==> config.mk <==
export PLATFORM = sky130hd
export DESIGN_NAME = fft16_stage_seq_flat
export DESIGN_NICKNAME = d
export VERILOG_FILES = /design/src/rtl/fft16_stage_seq_if.sv /design/src/rtl/fft16_stage_seq.sv /design/src/flat_wrapper.sv
export SDC_FILE = /design/constraint.sdc
export NUM_CORES = 2
export LEC_CHECK = 0
export ABC_AREA = 1
export BUFFER_PORTS_ARGS = -buffer_cell sky130_fd_sc_hd__buf_4
export CAP_MARGIN = 20
export CELL_PAD_IN_SITES_DETAIL_PLACEMENT = 1
export CELL_PAD_IN_SITES_GLOBAL_PLACEMENT = 1
export CORE_AREA = 2 2 538 540
export CTS_BUF_LIST = sky130_fd_sc_hd__clkbuf_8 sky130_fd_sc_hd__clkbuf_16
export DETAILED_ROUTE_END_ITERATION = 10
export DIE_AREA = 0 0 540 542
export MAX_ROUTING_LAYER = met4
export PLACE_DENSITY = 0.47
export SLEW_MARGIN = 30
export SYNTH_ARGS = -nofsm -noshare
export SYNTH_HDL_FRONTEND = slang
export SYNTH_SLANG_ARGS = --single-unit
==> constraint.sdc <==
create_clock -name clk -period 2.3 [get_ports clk]
set_input_delay 0.46 -clock clk [delete_from_list [all_inputs] [get_ports clk]]
set_output_delay 0.46 -clock clk [all_outputs]
set_load 0.05 [all_outputs]
==> src/rtl/fft16_stage_seq_if.sv <==
// Stream interface for the FFT16 stage sequencer: sample input stream and
// indexed result output stream, each with a valid/ready handshake.
interface fft16_stage_seq_if #(
  parameter int DW = 16,
  parameter int OW = 64
);
  logic          in_valid;
  logic          in_ready;
  logic [DW-1:0] in_data;
  logic          out_valid;
  logic          out_ready;
  logic [OW-1:0] out_data;
  logic [3:0]    out_idx;
  logic          out_last;

  // Producer of samples / consumer of results.
  modport master (
    output in_valid, in_data, out_ready,
    input  in_ready, out_valid, out_data, out_idx, out_last
  );

  // The sequencer itself.
  modport slave (
    input  in_valid, in_data, out_ready,
    output in_ready, out_valid, out_data, out_idx, out_last
  );
endinterface

==> src/rtl/fft16_stage_seq.sv <==
// Sequencer around the 16-point first-stage butterfly datapath.
// Collects 16 samples into an input buffer, presents them on stg_in, waits out
// the datapath latency, captures the 16 results and streams them out by index.
// The input and result buffers are separate so the next frame can load while
// the current one drains.
module fft16_stage_seq #(
  parameter int N         = 16,
  parameter int DW        = 16,
  parameter int OW        = 64,
  parameter int STAGE_LAT = 1
) (
  input  logic                 clk,
  input  logic                 rst,
  fft16_stage_seq_if.slave     bus,
  output logic [N*DW-1:0]      stg_in,
  input  logic [N*OW-1:0]      stg_out,
  output logic                 frame_done,
  output logic [7:0]           frame_cnt
);

  localparam int             CW       = (STAGE_LAT < 1) ? 1 : $clog2(STAGE_LAT + 1);
  localparam logic [CW-1:0]  CNT_INIT = CW'(STAGE_LAT);
  localparam logic [3:0]     LAST_IDX = 4'(N - 1);

  typedef enum logic [1:0] {ST_LOAD, ST_WAIT, ST_DRAIN} state_e;

  // Input side
  logic          rdy_q, rdy_d;
  logic [3:0]    wr_idx_q, wr_idx_d;
  logic          full_q, full_d;
  logic [DW-1:0] smp_q [N];
  logic [DW-1:0] smp_d [N];
  logic          accept, full_set, capture;

  // Result side
  state_e        state_q, state_d;
  logic [CW-1:0] cnt_q, cnt_d;
  logic [3:0]    rd_idx_q, rd_idx_d;
  logic [OW-1:0] res_q [N];
  logic [OW-1:0] res_d [N];
  logic          frame_done_q, frame_done_d;
  logic [7:0]    frame_cnt_q, frame_cnt_d;

  // Sample acceptance and input buffer fill; buffer is frozen while full.
  always_comb begin
    // NOTE: every variable gets a default before any condition so no latch is inferred.
    accept   = bus.in_valid && bus.in_ready;
    full_set = accept && (wr_idx_q == LAST_IDX);
    capture  = (state_q == ST_WAIT) && (cnt_q == '0);
    rdy_d    = 1'b1;
    wr_idx_d = accept ? wr_idx_q + 4'd1 : wr_idx_q;
    full_d   = full_q;
    if (full_set) full_d = 1'b1;
    if (capture)  full_d = 1'b0;
    smp_d = smp_q;
    if (accept) smp_d[wr_idx_q] = bus.in_data;
  end

  // Input-side state registers; in_ready stays low until the first clock after reset.
  always_ff @(posedge clk or negedge rst) begin
    // NOTE: sequential state uses non-blocking assignments so all flops update together.
    if (!rst) begin
      rdy_q    <= 1'b0;
      wr_idx_q <= '0;
      full_q   <= 1'b0;
      // NOTE: the buffers are reset because stg_in and out_data must read zero in reset.
      for (int k = 0; k < N; k++) smp_q[k] <= '0;
    end else begin
      rdy_q    <= rdy_d;
      wr_idx_q <= wr_idx_d;
      full_q   <= full_d;
      smp_q    <= smp_d;
    end
  end

  // Frame sequencing: LOAD -> WAIT (datapath latency) -> DRAIN (one result per handshake).
  always_comb begin
    state_d      = state_q;
    cnt_d        = cnt_q;
    rd_idx_d     = rd_idx_q;
    res_d        = res_q;
    frame_done_d = 1'b0;
    frame_cnt_d  = frame_cnt_q;
    unique case (state_q)
      ST_LOAD: begin
        if (full_d) begin
          state_d = ST_WAIT;
          cnt_d   = CNT_INIT;
        end
      end
      ST_WAIT: begin
        if (cnt_q == '0) begin
          for (int k = 0; k < N; k++) res_d[k] = stg_out[k*OW +: OW];
          rd_idx_d = '0;
          state_d  = ST_DRAIN;
        end else begin
          cnt_d = cnt_q - CW'(1);
        end
      end
      ST_DRAIN: begin
        if (bus.out_ready) begin
          rd_idx_d = rd_idx_q + 4'd1;
          if (rd_idx_q == LAST_IDX) begin
            frame_done_d = 1'b1;
            frame_cnt_d  = frame_cnt_q + 8'd1;
            // A frame completing on this same edge goes straight to WAIT.
            if (full_d) begin
              state_d = ST_WAIT;
              cnt_d   = CNT_INIT;
            end else begin
              state_d = ST_LOAD;
            end
          end
        end
      end
      default: state_d = ST_LOAD;
    endcase
  end

  // Result-side state registers.
  always_ff @(posedge clk or negedge rst) begin
    if (!rst) begin
      state_q      <= ST_LOAD;
      cnt_q        <= '0;
      rd_idx_q     <= '0;
      frame_done_q <= 1'b0;
      frame_cnt_q  <= '0;
      for (int k = 0; k < N; k++) res_q[k] <= '0;
    end else begin
      state_q      <= state_d;
      cnt_q        <= cnt_d;
      rd_idx_q     <= rd_idx_d;
      frame_done_q <= frame_done_d;
      frame_cnt_q  <= frame_cnt_d;
      res_q        <= res_d;
    end
  end

  // Flatten the input buffer onto the datapath bus.
  always_comb begin
    stg_in = '0;
    for (int k = 0; k < N; k++) stg_in[k*DW +: DW] = smp_q[k];
  end

  assign bus.in_ready  = rdy_q && !full_q;
  assign bus.out_valid = (state_q == ST_DRAIN);
  assign bus.out_data  = res_q[rd_idx_q];
  assign bus.out_idx   = rd_idx_q;
  assign bus.out_last  = (state_q == ST_DRAIN) && (rd_idx_q == LAST_IDX);
  assign frame_done    = frame_done_q;
  assign frame_cnt     = frame_cnt_q;

endmodule
==> src/flat_wrapper.sv <==
// flat-port wrapper written by rule: the top's interface ports become plain ports
module fft16_stage_seq_flat 
#(
  parameter int N         = 16,
  parameter int DW        = 16,
  parameter int OW        = 64,
  parameter int STAGE_LAT = 1
)
  (clk, rst, stg_in, stg_out, frame_done, frame_cnt, bus_in_valid, bus_in_data, bus_out_ready, bus_in_ready, bus_out_valid, bus_out_data, bus_out_idx, bus_out_last);
  fft16_stage_seq_if #(.DW(DW), .OW(OW)) bus_i ();
  input  logic clk;
  input  logic rst;
  output logic [N*DW-1:0] stg_in;
  input  logic [N*OW-1:0] stg_out;
  output logic frame_done;
  output logic [7:0] frame_cnt;
  input wire logic [$bits(bus_i.in_valid)-1:0] bus_in_valid;
  input wire logic [$bits(bus_i.in_data)-1:0] bus_in_data;
  input wire logic [$bits(bus_i.out_ready)-1:0] bus_out_ready;
  output wire logic [$bits(bus_i.in_ready)-1:0] bus_in_ready;
  output wire logic [$bits(bus_i.out_valid)-1:0] bus_out_valid;
  output wire logic [$bits(bus_i.out_data)-1:0] bus_out_data;
  output wire logic [$bits(bus_i.out_idx)-1:0] bus_out_idx;
  output wire logic [$bits(bus_i.out_last)-1:0] bus_out_last;
  assign bus_i.in_valid = bus_in_valid;
  assign bus_i.in_data = bus_in_data;
  assign bus_i.out_ready = bus_out_ready;
  assign bus_in_ready = bus_i.in_ready;
  assign bus_out_valid = bus_i.out_valid;
  assign bus_out_data = bus_i.out_data;
  assign bus_out_idx = bus_i.out_idx;
  assign bus_out_last = bus_i.out_last;
  fft16_stage_seq #(.N(N), .DW(DW), .OW(OW), .STAGE_LAT(STAGE_LAT)) u_core (.clk(clk), .rst(rst), .bus(bus_i), .stg_in(stg_in), .stg_out(stg_out), .frame_done(frame_done), .frame_cnt(frame_cnt));
endmodule
# [Yosys cells after proc, flatten, opt, wreduce, memory -nomap -nowiden]
# Cells that the tools add are included.
[totals] reg_bits=1302 in_bits=1044 output_inout_bits=336 word_cells=98
[op_classes] addsub=4 order_cmp=3 eq_ne=8 n_mux=25 n_bitwise=3 n_reduce_logical=15
[op_table] operator="binary-select mux 64 bit (select 4 bit)" count=1
[op_table] operator="bitwise mux 256 bit" count=1
[op_table] operator="2-to-1 mux 64 bit" count=2
[op_table] operator="demux 16 bit (select 4 bit)" count=1
[op_table] operator="2-to-1 mux 16 bit" count=1
[op_table] operator=">= comparator 5 bit, second input constant" count=2
[op_table] operator="2-to-1 mux 1 bit" count=10
[op_table] operator="NOT 4 -> 5 bit" count=2
[op_table] operator="AND reduction 3 bit" count=3
[op_table] operator="adder 4 x 1 -> 4 bit, second input constant" count=2
[op_table] operator="adder 8 x 1 -> 8 bit, second input constant" count=1
[op_table] operator="equality test 4 bit, second input constant" count=2
[op_table] operator="2-to-1 mux 2 bit" count=4
[op_table] operator="2-to-1 mux 4 bit" count=2
[op_table] operator="case mux 4 bit (2 select lines)" count=1
[op_table] operator="logical AND 1 bit" count=6
[op_table] operator="case mux 2 bit (3 select lines)" count=1
[op_table] operator="less-than comparator 5 x 1 -> 1 bit, second input constant" count=1
[op_table] operator="inequality test 2 x 1 -> 1 bit, second input constant" count=2
[op_table] operator="inequality test 2 bit, second input constant" count=2
[op_table] operator="AND reduction 4 bit" count=1
[op_table] operator="case mux 1 bit (3 select lines)" count=1
[op_table] operator="nonzero test 3 bit" count=1
[op_table] operator="equality test 2 x 1 -> 1 bit, second input constant" count=1
[op_table] operator="other kinds (7)" count=7

# [Logic depth before layout (Yosys ltp)]
[logic_depth] ltp_word=10 ltp_mapped=9 depth_no_buf=8

# [Worst setup path after synthesis]
# OpenSTA, ideal clock, no wires.
[synth_timing] path_kind="reg-to-output" start="register u_core.rd_idx_q[1] (netlist: u_core.bus.out_idx[1])" end="output bus_out_data[22]" arrival_time_ns=2.005 required_time_ns=1.840 setup_slack_ns=-0.165 stages_incl_launch_ff=8 path_buffers=3 path_cell_list="dfrtp_1 -> buf_2 -> clkbuf_1 -> clkbuf_1 -> nand3_1 -> nand3_1 -> nand3_1 -> nand2_1"
[synth_via] elab_chain_len=4
[synth_rtl] element="start: declaration" line_no="fft16_stage_seq.sv:38" source="logic [3:0] rd_idx_q, rd_idx_d;"
[synth_rtl] element="start signal: assignment" line_no="fft16_stage_seq.sv:132" source="rd_idx_q <= rd_idx_d;"
[synth_rtl] element="NOT 4 -> 5 bit (not written as such)" line_no="fft16_stage_seq.sv:147" source="assign bus.out_data = res_q[rd_idx_q];"
[synth_rtl] element="binary-select mux 64 bit (select 4 bit)" line_no="fft16_stage_seq.sv:147"
[synth_rtl] element="2-to-1 mux 64 bit (not written as such) (2 in a row)" line_no="fft16_stage_seq.sv:147"
[synth_rtl] element="end: declaration" line_no="flat_wrapper.sv:22" source="output wire logic [$bits(bus_i.out_data)-1:0] bus_out_data;"
# Every way passes these cells. The select of a mux whose other input is x is not followed.

# [Worst setup path after layout]
[layout_timing] start="register u_core.rd_idx_q[0] (netlist: u_core.bus.out_idx[0])" end="output bus_out_data[35]"
# The elaborated chain is that of the path after synthesis.

==> reports/results.ini <==
[timing]
setup_ws_ps=-870
skew_ps=50.1
final_hold_viol_count=0
whs_ps=31.1
worst_pin_slew_ps=820
period_minus_slack_ps=3170
fin_crit_sh_pct=138
fmax_mhz=315
final_max_slew_viol_count=0
setup_viol=69
grt_setup_unrepaired=yes
max_slew_margin_pct=45.3

[floorplanning]
io_pins=1380
dieWidth_um=540
die_area_mm2=0.293
fp-row-count=197
initial_core_util_pct=20.9
die_y_um=542
core_mm2=0.287

[cts]
ctsLongestPathBuffers=4
htree_levels=4
clkLatencyLatePin_ps=860
cts_tree=yes
cts_buffers=171
cts-root-buf=clkbuf_16
path_clk_slew_ps=60
cts_sinks=1302

[synthesis]
syn_avg_cell_area_um2=7.77
yosysSeqAreaShare_pct=54.4
synthArstFlopShare_pct=100
syn-instance-count=7715
synthFlopType=dfrtp_1
ys_types=28
synth-seq-cells=1302
netlist_area_mm2=0.0599
synth_edf_count=0
yosysWarningCount=0
syn_nets=8765

[worst_setup_path]
cp_max_fo=5
worstSetupPathType=reg -> out
crit_required_ps=1840
arrival_ps=2710
endpoint_kind=output port
critPathLaunchType=register

[drt]
vias=63500
avgRoutedWirePerCell_um=24.8
ant_nets=0
drt_first_iter_violations=3609
drc=0
routed_wl_um=354000
drt-vias-per-instance=4.44
drtPass1Iterations=6

[placed_design]
post-place-ws_ps=-399
port_buffers=1379
placed_cells=12700
post-dp-hpwl_um=258000
gp_congestion=0.881

[global_routing]
overflow=0
grt_start_max_net_pins=131
antenna_found_initial=130
grt_usage_pct=23.6
grt_pass1_vias=68000
grt_pass1_wl_um=492000

[pwr]
leakage_nw=47.9
ir_drop_v=0.00104
power_density_mw_per_mm2=1540

[finish]
layout_common_cells=nand2_1 (2438), buf_4 (1550), dfrtp_1 (1298), o21ai_0 (1263), inv_1 (1100)
syn_to_final_growth_pct=64.7
final_cell_count_no_fill=14300
layout-drive-gt1-share_pct=24.9
fin_nets=11300
final_common_cell=nand2_1

[min_path]
hold_class=in -> reg

[run_status]
status=finished, violations left
violations=negative setup slack

[run]
drv_cap=0

worst paths after layout:
path / start / end / slack [ps] / cells past startpoint
hold reg to reg: u_core.stg_in[42] / u_core.stg_in[42] / 480 / 2
setup reg to reg: u_core.state_q[1] / u_core.res_q[618] / 90 / 7
max in group asynchronous: rst / u_core.res_q[243] / 1000 / 4
min in group asynchronous: rst / u_core.res_q[63] / 200 / 2
hold / removal: stg_out[572] / u_core.res_q[508] / 30 / 3
setup / recovery: u_core.bus.out_idx[0] / bus_out_data[35] / -870 / 11
synth_stat cells (5+ instances only):
library cell  count  area [µm²]
a21oi_1          20         100
buf_1            27         101
buf_2           250        1250
buf_4             5        37.5
clkbuf_1        236         886
dfrtp_1        1302       32600
ha_1              6        75.1
inv_1          1057        3970
inv_2             6        22.5
nand2_1        2563        9620
nand3_1         909        4550
nor2_1           32         120
o21ai_0        1263        6320
o21ai_1           8        40.0
metal layers:
metal  share of wire (%)  vias up  GRT usage [%]
met5                   0        -              -
met4                 4.5        0           9.19
met3                 5.7      511           4.77
met2                  46     1774           37.3
met1                  43    31900           29.5
li1                    -    29300              -
worst max-delay path, cell delays in order (launching register included):
cell	delay (ps)
dfrtp_4	460
buf_12	160
clkinv_16	90
clkbuf_16	190
buf_12	140
buf_16	140
nand2_1	110
nand3_2	100
nand3_4	90
nand3_2	100
nand2_4	130
buf_8	150
area by class of cell:
| class | instances | area, µm² |
|---|---|---|
| Sequential cell | 1302 | 32600 |
| Multi-Input combinational cell | 4828 | 23300 |
| Inverter | 1064 | 4050 |
| Clock buffer | 223 | 4990 |
| Fill cell | 33500 | 188000 |
| Antenna cell | 117 | 293 |
| Timing Repair inverter | 1 | 16.3 |
| Timing Repair Buffer | 2904 | 28200 |
| Clock inverter | 81 | 497 |
| Tap cell | 3781 | 4730 |
state kept, by name, indices dropped and copies added, names as in the netlist:
name and count:
u_core.rdy_q 1, u_core.stg_in 256, u_core.wr_idx_q 4, u_core.bus.out_idx 4
u_core.frame_done 1, u_core.frame_cnt 8, u_core.cnt_q 1, u_core.res_q 1024
u_core.full_q 1, u_core.state_q 2
cell families after synthesis:
family	synth area share [%]
xor+xnor	0.117
flops	54.4
compound gates	10.8
other cells	0.00626
fa+ha+maj	0.125
buf+inv	10.5
simple gates	24.1
metrics by stage:
stage	cell area, µm²	setup TNS (ps)	power [mW]	utilization [%]
after global placement	77800	-11140	113	27.1
after CTS	94800	-71140	146	33.0
after detailed placement	77800	-12170	114	27.1
after global routing	98700	-63280	162	34.4
after floorplan	60100	-37.8	78.1	-
final	98700	-53710	152	34.4
report_power, final:
part           switching (mW)  internal, mW  total, mW
sequential               3.62          33.8       37.5
combinational            56.3          31.7       88.1
clock                    11.3          15.3       26.7
total                    71.3          80.9        152
what timing repair did:
action                                  4_1_cts  5_1_grt
buffers inserted                             10       36
gates resized for setup                     162      526
pin swaps                                     8      108
hold buffers                               1039        0
cloned                                       10       42
endpoints found under the hold margin      1311        0
endpoints found under the setup margin       74       74
Power figures use the tool's default switching activity.
